<file path="config.mk">
export PLATFORM = sky130hd
export DESIGN_NAME = board_memory
export DESIGN_NICKNAME = d
export VERILOG_FILES = /design/src/rtl/board_memory.sv
export SDC_FILE = /design/constraint.sdc
export NUM_CORES = 1
export LEC_CHECK = 0
export CORE_MARGIN = 5
export CORE_UTILIZATION = 60
export CTS_CLUSTER_SIZE = 14
export DETAILED_ROUTE_END_ITERATION = 10
export PLACE_DENSITY_LB_ADDON = 0.12
export REMOVE_ABC_BUFFERS = 1
export SLEW_MARGIN = 5
export SYNTH_ARGS = -nofsm -noshare
export SYNTH_HDL_FRONTEND = slang
export SYNTH_SLANG_ARGS = --single-unit
</file>
<file path="constraint.sdc">
create_clock -name clock -period 9.3 [get_ports clock]
set_input_delay 0.93 -clock clock [delete_from_list [all_inputs] [get_ports clock]]
set_output_delay 0.93 -clock clock [all_outputs]
set_load 0.005 [all_outputs]
</file>
<file path="src/rtl/board_memory.sv">
// rtl/board_memory.sv - Othello board store with datapath/display read ports and live disc counts
// Self-initialises the walled board after reset, then serves 1-cycle reads and guarded writes.
module board_memory #(
  parameter int BOARD_DIM = 10,
  parameter int ADDR_W    = 7,
  parameter int CNT_W     = 7
) (
  input  logic              clock,
  input  logic              reset,
  input  logic [ADDR_W-1:0] addr_to_mem,
  input  logic [1:0]        data_to_mem,
  input  logic              wren,
  output logic [1:0]        data_get,
  input  logic [ADDR_W-1:0] disp_addr,
  output logic [1:0]        disp_data,
  output logic              ready,
  output logic [CNT_W-1:0]  black_count,
  output logic [CNT_W-1:0]  white_count
);

  localparam int CELLS = BOARD_DIM * BOARD_DIM;
  localparam logic [ADDR_W-1:0] DIM_A    = ADDR_W'(BOARD_DIM);
  localparam logic [ADDR_W-1:0] LAST_A   = ADDR_W'(BOARD_DIM - 1);
  localparam logic [ADDR_W-1:0] MID_A    = ADDR_W'(BOARD_DIM / 2);
  localparam logic [ADDR_W-1:0] LAST_PTR = ADDR_W'(CELLS - 1);
  localparam logic [ADDR_W:0]   CELLS_W  = (ADDR_W + 1)'(CELLS);

  localparam logic [1:0] C_NULL  = 2'b00;
  localparam logic [1:0] C_BLACK = 2'b01;
  localparam logic [1:0] C_WHITE = 2'b10;
  localparam logic [1:0] C_WALL  = 2'b11;

  typedef enum logic {S_INIT, S_READY} state_t;

  state_t            state_q;
  logic [ADDR_W-1:0] ptr_q;
  logic              ready_q;
  logic [1:0]        data_get_q;
  logic [1:0]        disp_data_q;
  logic [CNT_W-1:0]  black_q;
  logic [CNT_W-1:0]  white_q;
  logic [CNT_W-1:0]  black_d;
  logic [CNT_W-1:0]  white_d;

  logic [1:0]        cells_q [CELLS];

  logic              mem_we;
  logic [ADDR_W-1:0] mem_waddr;
  logic [1:0]        mem_wdata;
  logic [1:0]        cur_cell;
  logic [1:0]        disp_cell;
  logic              wr_ok;

  function automatic logic in_range(input logic [ADDR_W-1:0] a);
    return {1'b0, a} < CELLS_W;
  endfunction

  function automatic logic is_wall(input logic [ADDR_W-1:0] a);
    logic [ADDR_W-1:0] row;
    logic [ADDR_W-1:0] col;
    row = a / DIM_A;
    col = a % DIM_A;
    return (row == '0) || (row == LAST_A) || (col == '0) || (col == LAST_A);
  endfunction

  // Starting position: walls on the ring, two white on the diagonal, two black off it.
  function automatic logic [1:0] init_cell(input logic [ADDR_W-1:0] a);
    logic [ADDR_W-1:0] row;
    logic [ADDR_W-1:0] col;
    row = a / DIM_A;
    col = a % DIM_A;
    if (is_wall(a))
      return C_WALL;
    else if ((row == MID_A - 1'b1 && col == MID_A - 1'b1) || (row == MID_A && col == MID_A))
      return C_WHITE;
    else if ((row == MID_A - 1'b1 && col == MID_A) || (row == MID_A && col == MID_A - 1'b1))
      return C_BLACK;
    else
      return C_NULL;
  endfunction

  always_comb begin
    cur_cell  = C_WALL;
    disp_cell = C_WALL;
    if (in_range(addr_to_mem)) cur_cell  = cells_q[addr_to_mem];
    if (in_range(disp_addr))   disp_cell = cells_q[disp_addr];

    wr_ok = (state_q == S_READY) && wren && in_range(addr_to_mem) &&
            !is_wall(addr_to_mem) && (data_to_mem != C_WALL);

    mem_we    = 1'b0;
    mem_waddr = addr_to_mem;
    mem_wdata = data_to_mem;
    if (!reset) begin
      if (state_q == S_INIT) begin
        mem_we    = 1'b1;
        mem_waddr = ptr_q;
        mem_wdata = init_cell(ptr_q);
      end else if (wr_ok) begin
        mem_we = 1'b1;
      end
    end

    // Remove the old disc, add the new one; a same-colour write nets to zero.
    black_d = black_q;
    white_d = white_q;
    if (wr_ok) begin
      if (cur_cell == C_BLACK)    black_d = black_d - CNT_W'(1);
      if (cur_cell == C_WHITE)    white_d = white_d - CNT_W'(1);
      if (data_to_mem == C_BLACK) black_d = black_d + CNT_W'(1);
      if (data_to_mem == C_WHITE) white_d = white_d + CNT_W'(1);
    end
  end

  always_ff @(posedge clock) begin
    if (mem_we) cells_q[mem_waddr] <= mem_wdata;
  end

  always_ff @(posedge clock) begin
    if (reset) begin
      state_q     <= S_INIT;
      ptr_q       <= '0;
      ready_q     <= 1'b0;
      data_get_q  <= C_WALL;
      disp_data_q <= C_WALL;
      black_q     <= '0;
      white_q     <= '0;
    end else begin
      case (state_q)
        S_INIT: begin
          data_get_q  <= C_WALL;
          disp_data_q <= C_WALL;
          if (ptr_q == LAST_PTR) begin
            state_q <= S_READY;
            ready_q <= 1'b1;
            black_q <= CNT_W'(2);
            white_q <= CNT_W'(2);
          end else begin
            ptr_q <= ptr_q + 1'b1;
          end
        end
        S_READY: begin
          data_get_q  <= cur_cell;
          disp_data_q <= disp_cell;
          black_q     <= black_d;
          white_q     <= white_d;
        end
        default: state_q <= S_INIT;
      endcase
    end
  end

  assign data_get    = data_get_q;
  assign disp_data   = disp_data_q;
  assign ready       = ready_q;
  assign black_count = black_q;
  assign white_count = white_q;

endmodule

</file>
==> flow_summary.json <==
{
  "status": "completed",
  "grt_pass1_wl_um": 51400,
  "cts_setup_buffers": 0,
  "clockBufferDepth": 3,
  "vias": 8970,
  "drt-total-wl_um": 33400,
  "whs_path_depth": 1,
  "stdcell_area_um2": 14100,
  "yosysSeqAreaShare_pct": 50.8,
  "holdBufCountCts": 0,
  "worst-path-max-fanout": 17,
  "dpl.hpwl_um": 22400,
  "ir_worst_vdd_uv": 169,
  "grt_usage_pct": 27.5,
  "cp_top_family": "compound AO/OA/AOI/OAI gates",
  "p_clk_share_pct": 39.9,
  "synth_flop_cell": "edfxtp_1",
  "antenna_found_initial": 0,
  "rrSetupSlack_ns": 4.16,
  "ctsResizeCount": 0,
  "htree_num_levels": 1,
  "synthArstFlopShare_pct": 0,
  "synth_edf_count": 200,
  "clock-sinks": 227,
  "cap_violations": 0,
  "via_per_inst": 6.92,
  "numCtsBuffers": 24,
  "die-area_um2": 24500,
  "finalCritPeriodShare_pct": 65.6,
  "antenna_left": 0,
  "root_buffer": "clkbuf_16",
  "initial_utilization_pct": 61.1,
  "setup_viol": 0,
  "rsz0062_at_grt": "false",
  "period_needed_ns": 6.10,
  "overflow": 0,
  "slew_headroom_pct": 21.4,
  "most-common-layout-cells": "edfxtp_1 (200), nor2_1 (148), mux4_2 (104), nand2_1 (58), mux2i_1 (37)",
  "worstSetupStartpointType": "primary input",
  "clk_latency_ns": 0.53,
  "stdcell_count": 1297,
  "first_pass_iters": 5,
  "cpMostUsedCell": "o21ai_1",
  "switchingPower_w": 0.000542,
  "power.density_nw_per_um2": 162,
  "place.gp.congestion": 0.945,
  "core_area_um2": 21100,
  "fin_ws_ns": 3.20,
  "hold_path.class": "reg -> reg",
  "skew_ns": 0.0163,
  "grt_pass1_vias": 8694,
  "drive_gt1_share_pct": 19.4,
  "crit_chain": "clkdlybuf4s50_1 > clkinv_1 > ha_1 > o21ai_1 > nor2_1 > a2111oi_2 > o21ai_1 > a21o_1 > o2111a_1 > a211o_1 > a311oi_1 > o21ai_1 > buf_4 > nor2_1",
  "slowest_delay_ns": 0.82,
  "arrival_ns": 6.31,
  "p_seq_share_pct": 48.6,
  "tightest_slew_ns": 1.18,
  "num_rows": 53,
  "place_area_um2": 13400,
  "p_int_w": 0.00176,
  "drc": 0,
  "ys_seq_elements": 227,
  "hold_viol": 0,
  "io_pins": 38,
  "pre_cts_ws_ns": 2.77,
  "critical_path_class": "in -> reg",
  "slowest_stage": "clkdlybuf4s50_1",
  "num_antenna_cells": 0,
  "nets": 1035,
  "syn_inst": 996,
  "final_common_cell": "edfxtp_1",
  "maxSlewViolCount": 0,
  "clk_pin_slew_ns": 0.06,
  "synth_area_per_cell_um2": 12.9,
  "dp_cells": 1254,
  "area_growth_pct": 9.76,
  "die_w_um": 157,
  "die_h_um": 157,
  "combPwrFrac_pct": 11.5,
  "crit_path_end_kind": "flip-flop",
  "reg2regPathDepth": 12,
  "max_freq_mhz": 164,
  "swShare_pct": 23.6,
  "critical_path_required_ns": 9.51,
  "power.leakage_nw": 4.46,
  "cp.depth": 14,
  "grt_max_degree": 101,
  "cts_tree": "yes",
  "wl_per_cell_um": 25.8,
  "ys_types": 77,
  "yosys_warnings": 0,
  "critPathBufInv": 3,
  "finalSetupTns_ns": 0,
  "portBuffers": 37,
  "drt_iter0_markers": 1069,
  "syn_area_um2": 12900
}
==> synth_stat cells, types with 7 or more instances <==
master	count	area [um2]
a21oi_1	29	145
a22oi_1	14	105
a311oi_1	13	114
and2_1	8	50.1
buf_1	9	33.8
buf_2	17	85.1
clkbuf_1	38	143
dfxtp_1	27	541
edfxtp_1	200	6010
ha_1	11	138
inv_1	18	67.6
mux2_2	7	78.8
mux2i_1	37	370
mux4_2	104	2340
nand2_1	58	218
nand2b_1	9	56.3
nand3_1	15	75.1
nor2_1	148	556
nor2b_1	13	81.3
nor3_1	17	85.1
o211ai_1	8	60.1
o21ai_0	29	145
o21ai_1	11	55.1
o21ba_2	7	70.1
or2_2	7	43.8
or3_1	10	62.6
xnor2_1	19	166
==> power by group through the flow <==
stage	clock, W	combinational, W	sequential (W)
after global routing	0.000977	0.000282	0.00112
after detailed placement	0	0.000259	0.00114
after floorplan	0	0.000157	0.00114
after CTS	0.000927	0.000261	0.00112
after global placement	0	0.000257	0.00114
final	0.000916	0.000263	0.00112
==> stage by stage <==
step | total power, W | hold slack, ns | util (%)
2_1_floorplan | 0.00130 | 0.465 | -
3_3_place_gp | 0.00140 | 0.451 | 63.5
3_5_place_dp | 0.00140 | 0.480 | 63.5
4_1_cts | 0.00230 | 0.487 | 67.1
5_1_grt | 0.00238 | 0.523 | 67.1
6_report | 0.00230 | 0.484 | 67.1
==> flip-flops by register name, summed over array words and instances, names as in the netlist <==
register,flops
cells_q,200
black_count,7
ptr_q,7
white_count,7
data_get,2
disp_data,2
ready,1
state_q,1
==> path summary, 6_finish.rpt <==
check,from,endpoint
worst max-delay path,addr_to_mem[5],cells_q[97][1]
worst min-delay path,black_count[6],black_count[6]
worst max register to register,ptr_q[5],cells_q[86][0]
worst min register to register,black_count[6],black_count[6]
==> routing by layer <==
metal / wire, um / share of wire [%] / global-route usage (%) / vias up
li1: - / - / - / 3935
met1: 13300 / 40 / 39.6 / 4495
met2: 16100 / 48 / 45.0 / 463
met3: 3010 / 9.0 / 4.15 / 77
met4: 996 / 3.0 / 6.86 / 0
met5: 0 / 0 / 0 / -
==> cell families (layout without fill, tap and decap cells) <==
| kind of cell | Yosys count | in the layout | synth area share [%] |
|---|---|---|---|
| simple gates | 313 | 313 | 11.2 |
| flops | 227 | 227 | 50.8 |
| compound gates | 182 | 182 | 10.3 |
| mux | 148 | 148 | 21.7 |
| buf+inv | 91 | 117 | 3.29 |
| xor+xnor | 24 | 24 | 1.69 |
| fa+ha+maj | 11 | 11 | 1.07 |
==> layout make-up <==
cell class	count	area (um2)
Inverter	20	75.1
Clock buffer	33	644
Sequential cell	227	6550
Tap cell	275	344
Timing Repair Buffer	54	483
Clock inverter	10	109
Multi-Input combinational cell	678	5940
Fill cell	1565	6940
Note: power is estimated with default switching activity, not from simulation.
